--- src/rtl/alu_pkg.sv ---
// Shared constants for the ALU operand stage: opcodes, ALU signal codes
// and the two-entry buffer state type.
package alu_pkg;

   localparam logic [5:0] OP_RTYPE = 6'd0;
   localparam logic [5:0] OP_ADDI  = 6'd8;
   localparam logic [5:0] OP_SLTI  = 6'd10;
   localparam logic [5:0] OP_ANDI  = 6'd12;
   localparam logic [5:0] OP_ORI   = 6'd13;

   localparam logic [5:0] SIG_NONE = 6'd0;
   localparam logic [5:0] SIG_ADD  = 6'd32;
   localparam logic [5:0] SIG_SUB  = 6'd34;
   localparam logic [5:0] SIG_AND  = 6'd36;
   localparam logic [5:0] SIG_OR   = 6'd37;
   localparam logic [5:0] SIG_SLT  = 6'd42;

   typedef enum logic [1:0] {
      BUF_EMPTY,
      BUF_ONE,
      BUF_TWO
   } buf_state_e;

endpackage

--- src/rtl/alu_decode.sv ---
// Combinational decode/extend of one instruction into ALU operands.
// Ports: opcode/funct/rs/rt/rd/rs_data/rt_data/imm in, fwd_* bypass in,
// signal/a/b/dest/illegal out. Bypass is active only with ALU_FORWARD_EN.
module alu_decode
   import alu_pkg::*;
#(
   parameter int DATA_W = 32
) (
   input  logic [5:0]        opcode_i,
   input  logic [5:0]        funct_i,
   input  logic [4:0]        rs_i,
   input  logic [4:0]        rt_i,
   input  logic [4:0]        rd_i,
   input  logic [DATA_W-1:0] rs_data_i,
   input  logic [DATA_W-1:0] rt_data_i,
   input  logic [15:0]       imm_i,
   input  logic              fwd_valid_i,
   input  logic [4:0]        fwd_dest_i,
   input  logic [DATA_W-1:0] fwd_data_i,
   output logic [5:0]        signal_o,
   output logic [DATA_W-1:0] a_o,
   output logic [DATA_W-1:0] b_o,
   output logic [4:0]        dest_o,
   output logic              illegal_o
);

   logic              legal;
   logic              rtype;
   logic [DATA_W-1:0] imm_ext;
   logic [DATA_W-1:0] a_src;
   logic [DATA_W-1:0] b_src;

   always_comb begin
      legal    = 1'b0;
      rtype    = 1'b0;
      signal_o = SIG_NONE;
      dest_o   = 5'd0;
      imm_ext  = '0;
      case (opcode_i)
         OP_RTYPE: begin
            case (funct_i)
               SIG_ADD, SIG_SUB, SIG_AND, SIG_OR, SIG_SLT: begin
                  legal    = 1'b1;
                  rtype    = 1'b1;
                  signal_o = funct_i;
                  dest_o   = rd_i;
               end
               default: ;
            endcase
         end
         OP_ADDI, OP_SLTI: begin
            legal    = 1'b1;
            signal_o = (opcode_i == OP_ADDI) ? SIG_ADD : SIG_SLT;
            dest_o   = rt_i;
            imm_ext  = {{(DATA_W-16){imm_i[15]}}, imm_i};
         end
         OP_ANDI, OP_ORI: begin
            legal    = 1'b1;
            signal_o = (opcode_i == OP_ANDI) ? SIG_AND : SIG_OR;
            dest_o   = rt_i;
            imm_ext  = {{(DATA_W-16){1'b0}}, imm_i};
         end
         default: ;
      endcase
   end

`ifdef ALU_FORWARD_EN
   logic fwd_hit_rs;
   logic fwd_hit_rt;
   assign fwd_hit_rs = fwd_valid_i && (fwd_dest_i != 5'd0)
                       && (fwd_dest_i == rs_i);
   assign fwd_hit_rt = fwd_valid_i && (fwd_dest_i != 5'd0)
                       && (fwd_dest_i == rt_i);
   assign a_src = fwd_hit_rs ? fwd_data_i : rs_data_i;
   // rt is a destination for I-type, so only R-type B is bypassed
   assign b_src = rtype ? (fwd_hit_rt ? fwd_data_i : rt_data_i)
                        : imm_ext;
`else
   logic unused_fwd;
   assign unused_fwd = ^{fwd_valid_i, fwd_dest_i, fwd_data_i, rs_i};
   assign a_src = rs_data_i;
   assign b_src = rtype ? rt_data_i : imm_ext;
`endif

   assign a_o       = legal ? a_src : '0;
   assign b_o       = legal ? b_src : '0;
   assign illegal_o = ~legal;

endmodule

--- src/rtl/alu_operand_stage.sv ---
// ALU operand stage: decodes an instruction and holds it in a two-entry
// (main + skid) buffer. Ports: clk/reset, in_* valid/ready upstream with
// instruction fields, fwd_* bypass, out_* valid/ready to EX. The bypass
// is enabled by defining ALU_FORWARD_EN.
module alu_operand_stage
   import alu_pkg::*;
#(
   parameter int DATA_W = 32
) (
   input  logic              clk,
   input  logic              reset,
   input  logic              in_valid,
   output logic              in_ready,
   input  logic [5:0]        in_opcode,
   input  logic [5:0]        in_funct,
   input  logic [4:0]        in_rs,
   input  logic [4:0]        in_rt,
   input  logic [4:0]        in_rd,
   input  logic [DATA_W-1:0] in_rs_data,
   input  logic [DATA_W-1:0] in_rt_data,
   input  logic [15:0]       in_imm,
   input  logic              fwd_valid,
   input  logic [4:0]        fwd_dest,
   input  logic [DATA_W-1:0] fwd_data,
   output logic              out_valid,
   input  logic              out_ready,
   output logic [5:0]        out_signal,
   output logic [DATA_W-1:0] out_data_a,
   output logic [DATA_W-1:0] out_data_b,
   output logic [4:0]        out_dest,
   output logic              out_illegal
);

   localparam int EW = 6 + 2 * DATA_W + 5 + 1;

   logic [5:0]        dec_signal;
   logic [DATA_W-1:0] dec_a;
   logic [DATA_W-1:0] dec_b;
   logic [4:0]        dec_dest;
   logic              dec_illegal;
   logic [EW-1:0]     dec_e;

   buf_state_e    state_q;
   logic [EW-1:0] main_q;
   logic [EW-1:0] skid_q;
   logic          accept;
   logic          pop;

   alu_decode #(.DATA_W(DATA_W)) u_decode (
      .opcode_i   (in_opcode),
      .funct_i    (in_funct),
      .rs_i       (in_rs),
      .rt_i       (in_rt),
      .rd_i       (in_rd),
      .rs_data_i  (in_rs_data),
      .rt_data_i  (in_rt_data),
      .imm_i      (in_imm),
      .fwd_valid_i(fwd_valid),
      .fwd_dest_i (fwd_dest),
      .fwd_data_i (fwd_data),
      .signal_o   (dec_signal),
      .a_o        (dec_a),
      .b_o        (dec_b),
      .dest_o     (dec_dest),
      .illegal_o  (dec_illegal)
   );

   assign dec_e = {dec_signal, dec_a, dec_b, dec_dest, dec_illegal};

   assign in_ready  = (state_q != BUF_TWO);
   assign out_valid = (state_q != BUF_EMPTY);
   assign accept    = in_valid & in_ready;
   assign pop       = out_valid & out_ready;

   assign {out_signal, out_data_a, out_data_b, out_dest, out_illegal} = main_q;

   always_ff @(posedge clk) begin
      if (reset) begin
         state_q <= BUF_EMPTY;
         main_q  <= '0;
         skid_q  <= '0;
      end else begin
         unique case (state_q)
            BUF_EMPTY: begin
               if (accept) begin
                  state_q <= BUF_ONE;
                  main_q  <= dec_e;
               end
            end
            BUF_ONE: begin
               if (accept && pop) begin
                  main_q <= dec_e;
               end else if (accept) begin
                  state_q <= BUF_TWO;
                  skid_q  <= dec_e;
               end else if (pop) begin
                  state_q <= BUF_EMPTY;
               end
            end
            BUF_TWO: begin
               if (pop) begin
                  state_q <= BUF_ONE;
                  main_q  <= skid_q;
               end
            end
            default: state_q <= BUF_EMPTY;
         endcase
      end
   end

endmodule

--- config.mk ---
export PLATFORM = sky130hd
export DESIGN_NAME = alu_operand_stage
export DESIGN_NICKNAME = d
export VERILOG_FILES = /design/src/rtl/alu_pkg.sv /design/src/rtl/alu_decode.sv /design/src/rtl/alu_operand_stage.sv
export SDC_FILE = /design/constraint.sdc
export NUM_CORES = 1
export LEC_CHECK = 0
export CAP_MARGIN = 20
export CORE_ASPECT_RATIO = 1.1
export CORE_MARGIN = 10
export CORE_UTILIZATION = 49
export CTS_CLUSTER_DIAMETER = 80
export DETAILED_ROUTE_END_ITERATION = 7
export PLACE_DENSITY = 0.84
export SYNTH_ARGS = -nofsm -noshare
export SYNTH_HDL_FRONTEND = slang
export SYNTH_SLANG_ARGS = --single-unit
export TNS_END_PERCENT = 1
--- constraint.sdc ---
create_clock -name clk -period 6.9 [get_ports clk]
set_clock_uncertainty 0.05 [all_clocks]
set_input_delay 2.07 -clock clk [delete_from_list [all_inputs] [get_ports clk]]
set_output_delay 2.07 -clock clk [all_outputs]
set_load 0.005 [all_outputs]
==> results.json <==
{
  "cts.reportedPaths.clkPinSlew_ns": 0.06,
  "slowest_delay_ns": 0.84,
  "period_share": 0.6350,
  "dp.cells": 1099,
  "timing.rr.end": "main_q[72]",
  "rr_worst_depth": 4,
  "synth_ff_type": "dfxtp_1",
  "area_growth_pct": 36.37,
  "dieWidth_um": 131.5,
  "ys_warn_count": 0,
  "wl_per_cell_um": 18.70,
  "total_power_w": 0.002166,
  "grt_max_degree": 110,
  "post_cts_resized": 0,
  "ys_seq_elements": 154,
  "holdCritPathClass": "register to register",
  "worst_pin_slew_ns": 1.120,
  "ys_seq_area_frac": 0.4600,
  "path_cells": "clkdlybuf4s50_1 -> or3b_1 -> a21oi_4 -> buf_4 -> a221oi_1 -> o32ai_1",
  "synth.largest_area_cell": "dfxtp_1",
  "synthArstFlopShare": 0,
  "leakage_nw": 3.099,
  "antennaDiodeCount": 0,
  "drt_first_pass_iters": 4,
  "syn_inst": 809,
  "num_rows": 44,
  "cts_setup_buffers": 0,
  "grt_overflow": 0,
  "synthTopCellsByArea": "dfxtp_1, a21oi_1, o211ai_1",
  "synth_top_family_by_area": "compound AO/OA/AOI/OAI gates",
  "globalplace.congestion": 0.7701,
  "final_common_cell": "clkdlybuf4s50_1",
  "rsz0062_at_grt": "no",
  "muxShareOfSynthArea": 0.003174,
  "fin_setup_tns_ns": 0,
  "grtUsageTotal": 0.2140,
  "final_max_slew_viol_count": 0,
  "finalHoldViolations": 0,
  "ctsHoldBuffers": 0,
  "power.density_nw_per_um2": 237.0,
  "clock_tree.root_cell": "clkbuf_16",
  "antenna_found_initial": 0,
  "ir_drop_mv": 0.1413,
  "netlist_area_um2": 6701,
  "pre_cts_slack_ns": 2.142,
  "syn_area_per_cell_um2": 8.284,
  "grt_pass1_wl_mm": 33.40,
  "fin_crit_ns": 4.382,
  "tritoncts": "done",
  "wirelength_mm": 21.13,
  "synthAdderAreaFrac": 0,
  "cap_violations": 0,
  "status": "finished, final reports clean",
  "synth_compound_area_frac": 0.2907,
  "timing.fmax_mhz": 228.2,
  "worst_skew_pair.late_latency_ns": 0.42,
  "cp_max_fo": 109,
  "ant_nets": 0,
  "layout_common_cells": "clkdlybuf4s50_1, dfxtp_1, nor2_1, a21oi_1, o211ai_1",
  "die-area_um2": 18760,
  "coreArea_um2": 13320,
  "drc": 0,
  "clk_path_buf_depth": 2,
  "yosys.area.top_type_share": 0.4600,
  "nNetsFinal": 1083,
  "regToRegSetupSlack_ns": 4.49,
  "required_ns": 7.17,
  "vias_per_cell": 5.950,
  "crit_path_end_kind": "register",
  "initial_core_util": 0.5030,
  "r2r-start": "state_q[1]",
  "fin_cells": 1130,
  "place_hpwl_mm": 13.00,
  "cp-start-kind": "primary input",
  "drive_gt1_frac": 0.06342,
  "crit_type": "primary input to register",
  "setup_violations": 0,
  "critPathSlowestCell": "buf_4",
  "synth_xor_area_frac": 0,
  "ctsHtreeMaxLevel": 4,
  "synth-simple-area-share": 0.1753,
  "holdPathStages": 2,
  "grt_pass1_vias": 6258,
  "cts-buffers-inserted": 17,
  "synth_cell_types": 39,
  "synth_nets": 958,
  "die_h_um": 142.7,
  "drt_iter0_drc": 552,
  "synth_edf_count": 0,
  "slew_headroom": 0.2532,
  "endpoint": "main_q[4]",
  "routed-via-count": 6724,
  "cp_data_arrival_time_ns": 4.65,
  "setup_slack_ns": 2.518,
  "io_buffer_count": 183,
  "io_pins": 227,
  "cts.sinks": 154,
  "crit_start": "in_opcode[3]"
}
## how the worst min path moves through the flow
| stage | start | endpoint | slack [ns] |
|---|---|---|---|
| finish | skid_q[38] | skid_q[38] | 0.40 |
| global route | skid_q[46] | skid_q[46] | 0.42 |
| CTS | skid_q[62] | skid_q[62] | 0.40 |
| detailed placement | skid_q[62] | skid_q[62] | 0.39 |
| global placement | skid_q[62] | skid_q[62] | 0.39 |
| floorplan | skid_q[38] | skid_q[38] | 0.38 |
## metrics by stage
step	util	hold WS, ns	cell area (µm²)
floorplan	-	0.3823	6701
global placement	0.6416	0.3890	8548
detailed placement	0.6416	0.3934	8548
finish	0.6860	0.4005	9139
CTS	0.6860	0.4014	9139
global route	0.6860	0.4154	9139
## Yosys cell counts, drive strengths merged (5+ instances only)
library cell    n
nand2          35
buf            20
a211oi         40
nor3           62
a21oi         103
a221oi         42
o211ai         64
nor2b           5
nor2          117
nor4           18
nand2b          5
o32ai          24
clkbuf         70
dfxtp         154
inv            28
## metal layers
| metal | up-vias | routed length (µm) | global-route usage |
|---|---|---|---|
| met5 | - | 0 | 0 |
| met4 | 0 | 598 | 0.09139 |
| met3 | 39 | 1710 | 0.07018 |
| met2 | 271 | 10050 | 0.3493 |
| met1 | 3177 | 8778 | 0.2547 |
| li1 | 3237 | - | - |
## flip-flops by register name, summed over array words and instances, names as in the netlist
register,flops
skid_q,76
state_q,2
main_q,76
## power breakdown
group | switching (W) | internal, W
clock | 0.000354 | 0.000577
combinational | 0.000140 | 0.000147
sequential | 0.0000207 | 0.000928
total | 0.000515 | 0.00165
## cells by family (layout without fill, tap and decap cells)
kind of cell	Yosys count	count (layout)
and+or+nand+nor	254	254
AOI/OAI and AO/OA	281	281
DFF	154	154
buffers and inverters	118	255
muxes	2	2
## worst max-delay path, delay by kind of cell
kind                   cells  cell delay (ns)
AO/OA/AOI/OAI              3             0.67
AND/OR/NAND/NOR            1             0.50
buffers and inverters      2             1.34
## final cells by class
| cell class | count | area, µm² |
|---|---|---|
| clock buffer | 24 | 501.7 |
| clock inverter | 7 | 88.84 |
| fill | 1108 | 4184 |
| inverter | 28 | 105.1 |
| multi-input combinational | 537 | 3203 |
| sequential | 154 | 3083 |
| tap | 184 | 230.2 |
| timing repair buffer | 196 | 1927 |
Note: power is estimated with default switching activity, not from simulation.
